===== src/rtl/sbd_fifo.sv =====
// rtl/sbd_fifo.sv - dual-port in / dual-port out scoreboard FIFO
package sbd_fifo_pkg;

  // One scoreboard entry: one-hot pipeline lane plus the instruction pc.
  typedef struct packed {
    logic [3:0]  pl;
    logic [31:0] pc;
  } sbd_fifo_t;

endpackage

module sbd_fifo
  import sbd_fifo_pkg::*;
#(
  parameter int Depth     = 8,
  parameter bit CHERIoTEn = 1'b0
) (
  input  logic                     clk_i,
  input  logic                     rst_i,
  input  logic                     flush_i,
  input  logic [1:0]               wr_valid_i,
  input  sbd_fifo_t                wdata0_i,
  input  sbd_fifo_t                wdata1_i,
  output logic [1:0]               wr_rdy_o,
  output logic [1:0]               rd_valid_o,
  output sbd_fifo_t                rdata0_o,
  output sbd_fifo_t                rdata1_o,
  input  logic [1:0]               rd_rdy_i,
  output logic [$clog2(Depth):0]   count_o
);

  localparam int AW = $clog2(Depth);
  localparam int PW = AW + 1;

  sbd_fifo_t     mem [Depth];
  logic [PW-1:0] wptr;
  logic [PW-1:0] rptr;
  logic [PW-1:0] wptr_p1;
  logic [PW-1:0] rptr_p1;
  logic [PW-1:0] count;
  logic [1:0]    nwr;
  logic [1:0]    nrd;

  // Kept only so the parameter list matches the rest of the package.
  logic unused_cheriot;
  assign unused_cheriot = CHERIoTEn;

  // The extra pointer MSB separates full from empty; difference wraps naturally.
  assign count   = wptr - rptr;
  assign count_o = count;
  assign wptr_p1 = wptr + PW'(1);
  assign rptr_p1 = rptr + PW'(1);

  // Space and data-available flags come from registered pointers only.
  always_comb begin
    wr_rdy_o[0]   = (count <= PW'(Depth - 1));
    wr_rdy_o[1]   = (count <= PW'(Depth - 2));
    rd_valid_o[0] = (count >= PW'(1));
    rd_valid_o[1] = (count >= PW'(2));
    rdata0_o      = mem[rptr[AW-1:0]];
    rdata1_o      = mem[rptr_p1[AW-1:0]];
  end

  // Accepted enqueue/dequeue counts; the second slot needs the first.
  always_comb begin
    nwr = 2'd0;
    nrd = 2'd0;
    if (!flush_i && wr_valid_i[0] && wr_rdy_o[0]) begin
      nwr = (wr_valid_i[1] && wr_rdy_o[1]) ? 2'd2 : 2'd1;
    end
    if (!flush_i && rd_rdy_i[0] && rd_valid_o[0]) begin
      nrd = (rd_rdy_i[1] && rd_valid_o[1]) ? 2'd2 : 2'd1;
    end
  end

  // Storage is not reset; only the pointers define which entries are live.
  always_ff @(posedge clk_i) begin
    if (nwr != 2'd0) begin
      mem[wptr[AW-1:0]] <= wdata0_i;
    end
    if (nwr == 2'd2) begin
      mem[wptr_p1[AW-1:0]] <= wdata1_i;
    end
  end

  // Pointer update: reset and flush both empty the queue.
  always_ff @(posedge clk_i or posedge rst_i) begin
    if (rst_i) begin
      wptr <= '0;
      rptr <= '0;
    end else if (flush_i) begin
      wptr <= '0;
      rptr <= '0;
    end else begin
      wptr <= wptr + PW'(nwr);
      rptr <= rptr + PW'(nrd);
    end
  end

endmodule


===== config.mk =====
export PLATFORM = sky130hd
export DESIGN_NAME = sbd_fifo
export DESIGN_NICKNAME = d
export VERILOG_FILES = /design/src/rtl/sbd_fifo.sv
export SDC_FILE = /design/constraint.sdc
export NUM_CORES = 1
export LEC_CHECK = 0
export ABC_AREA = 1
export BUFFER_PORTS_ARGS = -buffer_cell sky130_fd_sc_hd__buf_2
export CORE_MARGIN = 8
export CORE_UTILIZATION = 42
export DETAILED_ROUTE_END_ITERATION = 6
export PLACE_DENSITY = 0.58
export SKIP_LAST_GASP = 1
export SYNTH_ARGS = -nofsm -noshare
export SYNTH_HDL_FRONTEND = slang
export SYNTH_SLANG_ARGS = --single-unit

===== constraint.sdc =====
create_clock -name clk_i -period 6.9 [get_ports clk_i]
set_input_delay 1.035 -clock clk_i [delete_from_list [all_inputs] [get_ports clk_i]]
set_output_delay 1.035 -clock clk_i [all_outputs]
set_load 0.01 [all_outputs]

==> flow_summary.toml <==
[placement]
numPortBuffers = 158
hpwlAfterDp_mm = 40.5
place_congestion = 0.813
post_dp_cell_area_um2 = 20100

[timing]
rsz0062_at_grt = "no"
skew_ns = 0.0221
worstMarginPinSlew_ns = 1.36
hold_violations = 0
fin_setup_tns_ns = 0
relSlewSlack_pct = 9.14
period_share_pct = 75.1
slew_viol_final = 0
fmax_mhz = 193
setup_viol = 0
fin_crit_ns = 5.18
fin_hold_ws_ns = 0.472

[floorplan]
start_util_pct = 42.4
core_um2 = 46400
dieArea_um2 = 54000
rows = 79
fp.dieH_um = 232
die_w_um = 232
ioPinCount = 159

[routing]
ant_nets = 0
drtIter0Drc = 1838
wl_mm = 70.3
firstDrtPassIters = 6
wire_per_inst_um = 22.9
drc = 0
vias = 18756
via_per_inst = 6.11

[layout]
nFillCells = 4504
drive_gt1_share_pct = 11.1
synthToLayoutAreaGrowth_pct = 7.15
final_area_um2 = 21100
layout_common_cells = "702 x nand2_1, 289 x o21ai_0, 288 x nand4_1, 288 x edfxtp_1, 182 x a21oi_1"
final_common_cell = "nand2_1"
nNetsFinal = 2532
multi_input_area_um2 = 8910
regArea_um2 = 8860

[power_and_ir_drop]
vdd_drop_max_mv = 0.323
p_leak_uw = 0.00845
powerDensity_nw_per_um2 = 388

[yosys]
yosys-top-cells-area = "edfxtp_1 44%, nand2_1 13%, nand4_1 9.2%"
ys_types = 32
yosysTopAreaCell = "edfxtp_1"
avgSynthCellArea_um2 = 7.82
synth-edff-count = 288
synthesis.area_um2 = 19700
yosys_most_used_dff = "edfxtp_1"
syn_inst = 2513
yosysTopAreaCellShare_pct = 44.0
syn-num-nets = 2604
seq_area_frac_synth_pct = 45.0
ys_warn_count = 0
synth_seq_cells = 296
async_reset_ff_share_pct = 2.70

[cts]
cts_buffer_depth = 3
htree_levels = 2
cts_hold_buf = 0
clockRootBuffer = "clkbuf_16"
postCtsSetupBuffers = 0
tritoncts = "yes"
ctsResizeCount = 0
numCtsBuffers = 35
cts.sinks = 296
cts.clk_slew.worst_paths_ns = 0.06
clock_latency_ns = 0.53

[status]
status = "completed"

[setup_path]
critical_path.startpoint_type = "register"
critPathMaxFanout = 93
cp_cell_sequence = "ha_4 -> inv_2 -> buf_4 -> a21oi_1 -> o21ai_0 -> nand2_1 -> nor2_1 -> a31oi_1 -> buf_2"
cp-end-kind = "output port"
arrival_ns = 4.14
cpMaxStageDelayCell = "dfrtp_4"
ff2ff_setup_slack_ns = 1.78
crit_type = "reg2out"
critPathMaxStageDelay_ns = 1.01
worstPathRequired_ns = 5.86
worst-path-buf-inv = 3
cpLargestDelayFamily = "flip-flops"

[global_route]
grt_pass1_wl_mm = 106
grt_max_degree = 178
track_usage_pct = 25.0
antenna_found_initial = 1
grt_pass1_vias = 17569
grt_overflow = 0

[worst_hold_path]
hold_path.class = "in2async"

[run]
drv_cap = 0
==> cell type report <==
| type | count | area share (%) |
|---|---|---|
| antenna | 1 | 0.0119 |
| clock buffer | 43 | 4.30 |
| clock inverter | 13 | 0.428 |
| inverter | 136 | 2.45 |
| multi-input combinational | 1787 | 42.3 |
| sequential | 296 | 42.1 |
| tap | 607 | 3.61 |
| timing repair buffer | 185 | 4.84 |
==> sequential cells by signal (all words and copies together) (netlist names) <==
signal,cells
wptr,4
mem,288
rptr,4
==> worst reg2reg max path: cells and delay by family (launching register included) <==
family | cells | cell delay [ns]
buffers and inverters | 4 | 2.95
and+or+nand+nor | 6 | 1.20
DFF | 1 | 0.33
adders and majority gates | 1 | 0.51
==> layer usage <==
metal  vias up  part of all wire, %  track usage (%)
met5         -                    0                0
met2       970                   47             41.1
met3       141                  7.8             3.53
met4         0                  3.0             9.86
li1       8643                    -                -
met1      9002                   42             32.9
==> synthesized netlist by cell type, types with 3 or more instances <==
library cell	number
clkbuf_1	93
nand2_1	702
nor2_1	158
o21ai_0	293
buf_1	23
nand4_4	8
ha_1	9
buf_6	24
o211ai_1	36
clkbuf_2	32
a21oi_1	182
buf_4	12
dfrtp_1	8
edfxtp_1	288
nand4_1	288
a31oi_1	72
inv_1	128
inv_2	8
o21ai_1	4
buf_2	110
nor3_1	3
nand3_1	7
nor2_4	10
fa_1	3
==> through the flow <==
| step | power (uW) | worst slack (ns) | std cells | util [%] |
|---|---|---|---|---|
| 6_report | 8180 | 1.72 | 3068 | 45.4 |
| 5_1_grt | 8670 | 1.56 | 3068 | 45.4 |
| 4_1_cts | 8180 | 1.74 | 3067 | 45.4 |
| 3_5_place_dp | 6470 | 1.93 | 3011 | 43.3 |
| 3_3_place_gp | 6400 | 1.99 | 3011 | 43.3 |
| 2_1_floorplan | 5090 | 1.69 | 2513 | - |
==> cells by family after synthesis <==
group	count (synthesis)	share of synthesized area [%]
adder cells (fa/ha/maj)	12	0.879
XOR/XNOR	5	0.261
AND/OR/NAND/NOR	1183	27.7
AO/OA/AOI/OAI	587	15.9
buffers and inverters	430	10.3
flip-flops	296	45.0
==> final timing paths <==
kind / startpoint / endpoint / cells after the start
min: rst_i / rptr[1] / 2
max in group asynchronous: rst_i / rptr[0] / 2
min reg2reg: wptr[3] / wptr[3] / 2
min in group clk_i: wptr[3] / wptr[3] / 2
max reg2reg: rptr[2] / mem[1][19] / 11
max: rptr[0] / rdata1_o[24] / 9
==> power breakdown <==
group	total, uW	internal [uW]	switching, uW
Combinational	4170	1180	2990
Clock	1710	963	749
Sequential	2300	2130	172
Total	8180	4270	3910
Note: power is estimated with default switching activity, not from simulation.
